--- config.mk ---
export PLATFORM = sky130hd
export DESIGN_NAME = rosc_meas_scheduler
export DESIGN_NICKNAME = d
export VERILOG_FILES = /design/src/rtl/rosc_sched_pkg.sv /design/src/rtl/rosc_result_bank.sv /design/src/rtl/rosc_meas_scheduler.sv
export SDC_FILE = /design/constraint.sdc
export NUM_CORES = 1
export LEC_CHECK = 0
export CAP_MARGIN = 20
export CORE_MARGIN = 1.5
export CORE_UTILIZATION = 30
export DETAILED_ROUTE_END_ITERATION = 10
export PLACE_DENSITY = 0.54
export SLEW_MARGIN = 10
export SYNTH_ARGS = -nofsm -noshare
export SYNTH_HDL_FRONTEND = slang
export SYNTH_HIERARCHICAL = 1
export SYNTH_SLANG_ARGS = --single-unit
--- constraint.sdc ---
create_clock -name Clk -period 3.15 [get_ports Clk]
set_clock_uncertainty 0.1 [all_clocks]
set_input_delay 0.945 -clock Clk [delete_from_list [all_inputs] [get_ports Clk]]
set_output_delay 0.945 -clock Clk [all_outputs]
set_load 0.02 [all_outputs]
--- src/rtl/rosc_sched_pkg.sv ---
// Shared definitions for the ring-oscillator measurement scheduler.
package rosc_sched_pkg;

    typedef enum logic [2:0] {
        IDLE,
        SELECT,
        ARM,
        WAIT,
        CAPTURE,
        RELEASE,
        DONE
    } sched_state_t;

    // Sensor operating modes as seen on RoscMode
    localparam logic [1:0] ROSC_STOP = 2'b00;
    localparam logic [1:0] ROSC_FAST = 2'b01;
    localparam logic [1:0] ROSC_SLOW = 2'b10;

    // Extra cycles tolerated beyond the measurement window before timeout
    localparam int TIMEOUT_MARGIN_DEFAULT = 8;

endpackage

--- src/rtl/rosc_result_bank.sv ---
// Result register file: one reading per sensor plus valid/degraded/timeout
// flag vectors. Readings survive a flag clear; only reset zeroes them.
module rosc_result_bank #(
    parameter int NUM_SENSORS = 4,
    parameter int CNT_W = 16,
    localparam int SEL_W = $clog2(NUM_SENSORS)
) (
    input  logic                   Clk,
    input  logic                   Resetn,
    input  logic                   clear,
    input  logic                   wr_en,
    input  logic [SEL_W-1:0]       wr_idx,
    input  logic [CNT_W-1:0]       wr_data,
    input  logic [CNT_W-1:0]       threshold,
    input  logic                   to_en,
    input  logic [SEL_W-1:0]       to_idx,
    input  logic [SEL_W-1:0]       rd_addr,
    output logic [CNT_W-1:0]       rd_data,
    output logic [NUM_SENSORS-1:0] valid,
    output logic [NUM_SENSORS-1:0] degraded,
    output logic [NUM_SENSORS-1:0] timeout
);

    logic [CNT_W-1:0] bank [NUM_SENSORS];

    // Capture readings and maintain the per-sensor flags
    always_ff @(posedge Clk or negedge Resetn) begin
        if (!Resetn) begin
            for (int unsigned i = 0; i < NUM_SENSORS; i++) begin
                bank[i] <= '0;
            end
            valid    <= '0;
            degraded <= '0;
            timeout  <= '0;
        end else begin
            if (clear) begin
                valid    <= '0;
                degraded <= '0;
                timeout  <= '0;
            end
            if (wr_en) begin
                bank[wr_idx]     <= wr_data;
                valid[wr_idx]    <= 1'b1;
                degraded[wr_idx] <= (wr_data < threshold);
            end
            if (to_en) begin
                timeout[to_idx] <= 1'b1;
            end
        end
    end

    // Combinational read port; out-of-range addresses read as zero
    always_comb begin
        rd_data = '0;
        if (32'(rd_addr) < NUM_SENSORS) begin
            rd_data = bank[rd_addr];
        end
    end

endmodule

--- src/rtl/rosc_meas_scheduler.sv ---
// Sweeps a bank of ring-oscillator sensors one at a time in slow mode,
// captures each count and flags readings below threshold as degraded.
module rosc_meas_scheduler
    import rosc_sched_pkg::*;
#(
    parameter int NUM_SENSORS    = 4,
    parameter int CNT_W          = 16,
    parameter int TIMEOUT_MARGIN = TIMEOUT_MARGIN_DEFAULT,
    localparam int SEL_W = $clog2(NUM_SENSORS)
) (
    input  logic                       Clk,
    input  logic                       Resetn,
    input  logic                       Enable,
    input  logic                       Start,
    input  logic                       AutoMode,
    input  logic [NUM_SENSORS-1:0]     SensorMask,
    input  logic [3:0]                 NumClkCycles,
    input  logic [CNT_W-1:0]           Threshold,
    output logic [2*NUM_SENSORS-1:0]   RoscMode,
    output logic [NUM_SENSORS-1:0]     RoscEnable,
    output logic [3:0]                 RoscPeriod,
    output logic [NUM_SENSORS-1:0]     RoscReadComplete,
    input  logic [CNT_W*NUM_SENSORS-1:0] RoscReading,
    input  logic [NUM_SENSORS-1:0]     RoscValReady,
    input  logic [SEL_W-1:0]           RdAddr,
    output logic [CNT_W-1:0]           RdData,
    output logic [NUM_SENSORS-1:0]     ResultValid,
    output logic [NUM_SENSORS-1:0]     Degraded,
    output logic [NUM_SENSORS-1:0]     TimeoutErr,
    output logic                       Busy,
    output logic                       SweepDone,
    output logic [7:0]                 SweepCount
);

    // idx must be able to hold NUM_SENSORS itself as the end-of-sweep marker
    localparam int IDX_W = $clog2(NUM_SENSORS + 1);

    sched_state_t             state;
    logic [IDX_W-1:0]         idx;
    logic [SEL_W-1:0]         sel;
    logic [NUM_SENSORS-1:0]   mask_q;
    logic [CNT_W-1:0]         thr_q;
    logic [7:0]               timer;
    logic [CNT_W-1:0]         cur_reading;
    logic                     start_sweep;
    logic                     bank_wr;
    logic                     bank_to;

    assign sel         = idx[SEL_W-1:0];
    assign cur_reading = RoscReading[sel*CNT_W +: CNT_W];

    // Sweep start (from idle or back-to-back) and bank write strobes
    always_comb begin
        start_sweep = Enable && (((state == IDLE) && (Start || AutoMode)) ||
                                 ((state == DONE) && AutoMode));
        bank_wr     = Enable && (state == CAPTURE);
        bank_to     = Enable && (state == WAIT) && !RoscValReady[sel] && (timer == '0);
    end

    // Scheduler FSM with registered sensor controls and status
    always_ff @(posedge Clk or negedge Resetn) begin
        if (!Resetn) begin
            state            <= IDLE;
            idx              <= '0;
            mask_q           <= '0;
            thr_q            <= '0;
            timer            <= '0;
            RoscPeriod       <= '0;
            RoscMode         <= '0;
            RoscEnable       <= '0;
            RoscReadComplete <= '0;
            Busy             <= 1'b0;
            SweepDone        <= 1'b0;
            SweepCount       <= '0;
        end else begin
            SweepDone        <= 1'b0;
            RoscReadComplete <= '0;
            if (!Enable) begin
                state      <= IDLE;
                Busy       <= 1'b0;
                RoscMode   <= {NUM_SENSORS{ROSC_STOP}};
                RoscEnable <= '0;
            end else begin
                case (state)
                    IDLE: begin
                        if (start_sweep) begin
                            mask_q     <= SensorMask;
                            RoscPeriod <= NumClkCycles;
                            thr_q      <= Threshold;
                            idx        <= '0;
                            Busy       <= 1'b1;
                            state      <= SELECT;
                        end
                    end
                    SELECT: begin
                        if (idx == IDX_W'(NUM_SENSORS)) begin
                            SweepDone  <= 1'b1;
                            SweepCount <= SweepCount + 8'd1;
                            state      <= DONE;
                        end else if (!mask_q[sel]) begin
                            idx <= idx + 1'b1;
                        end else begin
                            RoscEnable[sel]       <= 1'b1;
                            RoscMode[sel*2 +: 2]  <= ROSC_SLOW;
                            state                 <= ARM;
                        end
                    end
                    ARM: begin
                        timer <= 8'(RoscPeriod) + 8'(TIMEOUT_MARGIN) + 8'd2;
                        state <= WAIT;
                    end
                    WAIT: begin
                        // a ready sensor is captured even if the timer just expired
                        if (RoscValReady[sel]) begin
                            RoscReadComplete[sel] <= 1'b1;
                            RoscMode              <= {NUM_SENSORS{ROSC_STOP}};
                            state                 <= CAPTURE;
                        end else if (timer == '0) begin
                            RoscMode   <= {NUM_SENSORS{ROSC_STOP}};
                            RoscEnable <= '0;
                            state      <= RELEASE;
                        end else begin
                            timer <= timer - 8'd1;
                        end
                    end
                    CAPTURE: begin
                        RoscEnable <= '0;
                        state      <= RELEASE;
                    end
                    RELEASE: begin
                        idx   <= idx + 1'b1;
                        state <= SELECT;
                    end
                    DONE: begin
                        if (start_sweep) begin
                            mask_q     <= SensorMask;
                            RoscPeriod <= NumClkCycles;
                            thr_q      <= Threshold;
                            idx        <= '0;
                            state      <= SELECT;
                        end else begin
                            Busy  <= 1'b0;
                            state <= IDLE;
                        end
                    end
                    default: begin
                        Busy  <= 1'b0;
                        state <= IDLE;
                    end
                endcase
            end
        end
    end

    rosc_result_bank #(
        .NUM_SENSORS (NUM_SENSORS),
        .CNT_W       (CNT_W)
    ) u_bank (
        .Clk       (Clk),
        .Resetn    (Resetn),
        .clear     (start_sweep),
        .wr_en     (bank_wr),
        .wr_idx    (sel),
        .wr_data   (cur_reading),
        .threshold (thr_q),
        .to_en     (bank_to),
        .to_idx    (sel),
        .rd_addr   (RdAddr),
        .rd_data   (RdData),
        .valid     (ResultValid),
        .degraded  (Degraded),
        .timeout   (TimeoutErr)
    );

endmodule
; ---- After elaboration in Yosys (flattened, before gate mapping)
; Cells that the tools add are included.
; Widths: inputs -> output; s select.
[totals]
reg_bits = 140
inputBits = 99
output_inout_bits = 58
elab_cells = 145
[op_classes]
add_sub_neg = 6
n_lt_le_gt_ge = 6
eq_ne = 23
n_shift = 3
mux = 57
n_bitwise = 5
n_reduce_logical = 26
[ops]
columns = op, n
row1 = $bwmux 64, 1
row2 = $shiftx 64x7->16, 1
row3 = $mux 4, 14
row4 = $mux 8, 7
row5 = $mux 16, 3
row6 = $neg 3->34, 1
row7 = $shift 2x34->8 const A, 1
row8 = $shiftx 2x34->8 const A, 1
row9 = $bmux 16 s2, 1
row10 = $demux 16 s2, 1
row11 = $pmux 8 s2, 2
row12 = $mux 3, 9
row13 = $pmux 3 s7, 1
row14 = $lt 16x16->1, 1
row15 = $ne 3x3->1 const B, 5
row16 = $eq 3x3->1 const B, 4
row17 = $or 4x4->4, 3
row18 = $pmux 4 s3, 1
row19 = $reduce_and 3->1, 4
row20 = $mux 1, 10
row21 = $ne 2x2->1 const B, 5
row22 = $reduce_and 5->1, 2
row23 = $logic_and 1x1->1, 9
row24 = $pmux 3 s3, 1
row25 = other kinds (32), 38

; ---- Longest topological paths before layout
[logic_depth]
ltp_word = 9
ltp_mapped = 9

; ---- Cells and area by module
; The synthesis kept the hierarchy.
[by_module_without_submodules]
columns = mod, instances, cells_each, area_each_um2, seq_area_each_um2
row1 = rosc_result_bank, 1, 246, 3627.2, 1901.8
row2 = rosc_meas_scheduler, 1, 291, 3335.7, 1501.4

; ---- Least setup slack after synthesis
; OpenSTA, ideal clock, no wires.
[synth_timing]
path_kind = register -> register
from = register idx[0]
to = register u_bank.degraded[0]
setup_ns = 0.080
arrival_time_ns = 3.133
required_ns = 2.970
path_slack_ns = -0.162
stages_incl_launch_ff = 10
path_buffers = 2
path_cell_list = dfrtp_1 -> buf_6 -> buf_1 -> mux4_2 -> ha_1 -> a21o_1 -> nand3_2 -> a21oi_1 -> or4_4 -> mux2i_4
[synth_lines]
columns = element, line
row1 = start: declaration, rosc_meas_scheduler.sv:39  ; logic [IDX_W-1:0] idx;
row2 = start signal: assignment, rosc_meas_scheduler.sv:101  ; idx <= idx + 1'b1;
row3 = start signal: assignment, rosc_meas_scheduler.sv:131  ; idx <= idx + 1'b1;
row4 = $shiftx 64x7->16, rosc_meas_scheduler.sv:50  ; assign cur_reading = RoscReading[sel*CNT_W +: CNT_W];
row5 = via cur_reading[9], rosc_meas_scheduler.sv:44  ; logic [CNT_W-1:0] cur_reading;
row6 = $lt 16x16->1, rosc_result_bank.sv:44  ; degraded[wr_idx] <= (wr_data < threshold);
row7 = $bwmux 4, rosc_result_bank.sv:44
row8 = $mux 4, rosc_result_bank.sv:41  ; if (wr_en) begin
row9 = end signal: indexed assignment, rosc_result_bank.sv:44
row10 = end: declaration, rosc_result_bank.sv:20  ; output logic [NUM_SENSORS-1:0] degraded,
; The timed path passes the listed nets, and every way through them passes these cells.
; A chain may end at the register's enable or synchronous reset.

; ---- Final worst setup path
[layout_timing]
from = input port RdAddr[0]
to = output port RdData[12]
[layout_via]
elab_chain_cells = 4
[layout_lines]
columns = element, line
row1 = start: declaration, rosc_meas_scheduler.sv:25  ; input logic [SEL_W-1:0] RdAddr,
row2 = $not 2->3 (not written as such), rosc_result_bank.sv:56  ; rd_data = bank[rd_addr];
row3 = $bmux 16 s2, rosc_result_bank.sv:56
row4 = $mux 16 (not written as such) (2 in series), rosc_result_bank.sv:56
row5 = end: declaration, rosc_meas_scheduler.sv:26  ; output logic [CNT_W-1:0] RdData,
; No other way between the ends. The select of a mux whose other input is x is not followed.

==> results.sh <==
export IMPL_fp_dieH_um=155
export IMPL_crit_buf_inv=3
export IMPL_final_layout_size_suffix_gt1_share_pct=30.1
export IMPL_place_hpwl_mm=14.6
export IMPL_clock_latency_ps=410
export IMPL_postSynthAreaPerCell_um2=13.0
export IMPL_route_detailed_drc=0
export IMPL_critical_path_endpoint_type="output pin"
export IMPL_synthesis_area_mm2=0.00696
export IMPL_setup_violations=0
export IMPL_detail_route_vias_per_cell=4.93
export IMPL_n_fill_cell=2098
export IMPL_drtIter0Drc=284
export IMPL_period_utilization_pct=98.9
export IMPL_ys_warnings_count=6
export IMPL_synth_sequential_area_ratio_pct=48.9
export IMPL_cp_data_required_time_ps=2100
export IMPL_final_weighted_congestion_of_routability_driven_global_placement=0.829
export IMPL_vias=5076
export IMPL_grt_max_degree=48
export IMPL_count_of_maximum_capacitance_violations=0
export IMPL_ir_worst_vdd_v=0.000373
export IMPL_post_route_cell_area_mm2=0.00981
export IMPL_worst_slew_pin_slew_ps=609
export IMPL_clock_tree_from_tritoncts="built"
export IMPL_place_area_mm2=0.00914
export IMPL_grt_use_total_pct=16.8
export IMPL_path_cells="clkbuf_4 > buf_12 > mux4_2 > clkdlybuf4s15_2"
export IMPL_layout_cells_most_common_list="sky130_fd_sc_hd__dfrtp_1, sky130_fd_sc_hd__clkdlybuf4s50_1, sky130_fd_sc_hd__mux2_2"
export IMPL_power_density_mw_per_mm2=821
export IMPL_dr_pass1_iters=6
export IMPL_port_buffers=152
export IMPL_dieWidth_um=155
export IMPL_max_clock_path_buffers=2
export IMPL_die_area_mm2=0.0241
export IMPL_top_fanout_value_on_the_critical_path=8
export IMPL_coreArea_mm2=0.0227
export IMPL_final_net_count=854
export IMPL_startpoint_type_of_the_worst_setup_path="input pin"
export IMPL_number_of_h_tree_levels=4
export IMPL_layout_commonest_cell="sky130_fd_sc_hd__dfrtp_1"
export IMPL_placementRows=55
export IMPL_post_synth_num_cell_types=58
export IMPL_area_growth_syn_to_layout_pct=40.9
export IMPL_finalWorstPathRequiredPeriod_ps=3120
export IMPL_worstPathArrival_ps=2070
export IMPL_crit_slowest_cell="sky130_fd_sc_hd__mux4_2"
export IMPL_worstHoldPathType="in -> async"
export IMPL_clk_root_buffer_cell="sky130_fd_sc_hd__clkbuf_16"
export IMPL_critical_path_max_stage_delay_ps=510
export IMPL_grt_first_pass_wirelength_mm=30.6
export IMPL_syn_inst=537
export IMPL_maxSlewHeadroom_pct=59.4
export IMPL_top_cell_family_by_delay_on_the_critical_path="buffers and inverters"
export IMPL_postLayoutCoreUtil_pct=43.2
export IMPL_antenna_violations_before_repair=3
export IMPL_routed_wire_length_per_instance_um=19.0
export IMPL_num_io_pins=157
export IMPL_critPathKind="in -> out"
export IMPL_slew_viol_final=0
export IMPL_cts_buffers_inserted=17
export IMPL_drt_total_wl_mm=19.5
export IMPL_fin_cells=1030
export IMPL_clk_pin_slew_worst_paths_ps=60
export IMPL_status="finished clean"
export IMPL_static_leakage_power_nw=4.39
export IMPL_hold_buffers=0
export IMPL_finalHoldViolCount=0
export IMPL_ys_ff_latch=136
export IMPL_drt_antenna_violating_nets=0
export IMPL_count_of_flip_flops_with_a_built_in_enable_after_synthesis=0
export IMPL_postSynth_topFlopCell="sky130_fd_sc_hd__dfrtp_1"
export IMPL_post_cts_setup_buffer_count=0
export IMPL_clock_fmax_mhz=321
export IMPL_totalPowerFinal_mw=8.05
export IMPL_grt_pass1_vias=5381
export IMPL_global_route_congestion_overflow_total=0
export IMPL_cts_sinks=136
export IMPL_initial_core_util_pct=30.7
export IMPL_finalSetupTns_ps=0
export IMPL_dp_cells=994
export IMPL_async_reset_ff_share_pct=100
-- per-layer routing --
metal | wire, um | global-route usage, %
met3 | 790 | 3.68
met1 | 8780 | 22.1
met4 | 310 | 5.44
met5 | 17 | 0
met2 | 9630 | 27.4
-- worst reg2reg max path: stages (launching register included) --
cell and delay, ps:
sky130_fd_sc_hd__dfrtp_1 390, sky130_fd_sc_hd__buf_12 220, sky130_fd_sc_hd__mux4_2 590, sky130_fd_sc_hd__ha_1 370, sky130_fd_sc_hd__a41o_1 250, sky130_fd_sc_hd__a21oi_2 160, sky130_fd_sc_hd__nor3_1 60, sky130_fd_sc_hd__or4_4 490
sky130_fd_sc_hd__o21ai_2 150
-- cells by family after synthesis --
kind of cell	after synthesis	synth area share, %
flops	136	48.9
mux	126	26.0
simple gates	114	9.04
compound gates	65	6.60
buf+inv	62	3.94
fa+ha+maj	25	4.49
xor+xnor	8	1.01
other cells	1	0.0539
-- state kept, by name (all words and copies together), names as in the netlist --
register,flops
RoscReadComplete,4
u_bank/valid,4
RoscPeriod,4
u_bank/timeout,4
u_bank/degraded,4
state,3
u_bank/bank,64
Busy,1
RoscMode,4
timer,8
RoscEnable,4
thr_q,16
mask_q,4
idx,3
SweepDone,1
SweepCount,8
-- final timing paths --
kind	slack (ps)	startpoint	cells past startpoint	end
setup / recovery	30	RdAddr[0]	4	RdData[12]
hold reg to reg	380	SweepCount[7]	1	SweepCount[7]
setup reg to reg	310	idx[0]	8	u_bank/degraded[3]
min in group Clk	380	SweepCount[7]	1	SweepCount[7]
max in group asynchronous	1850	Resetn	2	u_bank/bank[49]
hold / removal	330	Resetn	1	u_bank/timeout[2]
-- metrics by stage --
stage	hold WS (ps)	worst slack (ps)
finish	333	34.2
global route	339	-0.734
CTS	335	8.65
detailed placement	366	-667
global placement	362	-673
floorplan	353	66.5
-- final cells by class --
| type | count | area, um^2 | area share (%) |
|---|---|---|---|
| flip-flops and latches | 136 | 3400 | 34.7 |
| multi-input cells | 342 | 3310 | 33.7 |
| repair buffers | 201 | 2020 | 20.6 |
| clock buffers | 18 | 429 | 4.38 |
| well taps | 285 | 357 | 3.64 |
| clock inverters | 14 | 164 | 1.67 |
| inverters | 32 | 120 | 1.22 |
| diodes | 2 | 5.00 | 0.0510 |
-- where the power goes --
part,internal [mW],switching (mW),leakage [nW]
Sequential,2.30,0.382,1.81
Clock,1.19,0.814,0.281
Combinational,1.75,1.62,2.30
Total,5.24,2.81,4.39
-- repair_timing --
action	CTS	global route
resized for setup	58	2
setup endpoints to repair	16	13
cloned	2	0
endpoints found under the hold margin	0	0
-- synth_stat cells (5+ instances only) --
| master | instances | area share [%] |
|---|---|---|
| sky130_fd_sc_hd__a21o_1 | 5 | 0.54 |
| sky130_fd_sc_hd__a21oi_1 | 20 | 1.4 |
| sky130_fd_sc_hd__and2_1 | 7 | 0.63 |
| sky130_fd_sc_hd__and3_1 | 5 | 0.45 |
| sky130_fd_sc_hd__buf_2 | 9 | 0.65 |
| sky130_fd_sc_hd__buf_4 | 6 | 0.65 |
| sky130_fd_sc_hd__clkbuf_1 | 11 | 0.59 |
| sky130_fd_sc_hd__dfrtp_1 | 136 | 49 |
| sky130_fd_sc_hd__ha_1 | 25 | 4.5 |
| sky130_fd_sc_hd__inv_1 | 31 | 1.7 |
| sky130_fd_sc_hd__mux2_1 | 14 | 2.3 |
| sky130_fd_sc_hd__mux2_2 | 75 | 12 |
| sky130_fd_sc_hd__mux4_2 | 34 | 11 |
| sky130_fd_sc_hd__nand2_1 | 20 | 1.1 |
| sky130_fd_sc_hd__nand2b_1 | 5 | 0.45 |
| sky130_fd_sc_hd__nand3_1 | 13 | 0.93 |
| sky130_fd_sc_hd__nand3b_1 | 6 | 0.65 |
| sky130_fd_sc_hd__nand4_1 | 7 | 0.63 |
| sky130_fd_sc_hd__nor2_1 | 22 | 1.2 |
| sky130_fd_sc_hd__nor3_1 | 10 | 0.72 |
| sky130_fd_sc_hd__o21ai_0 | 8 | 0.58 |
| sky130_fd_sc_hd__xnor2_1 | 5 | 0.63 |
Note: power is estimated with default switching activity, not from simulation.
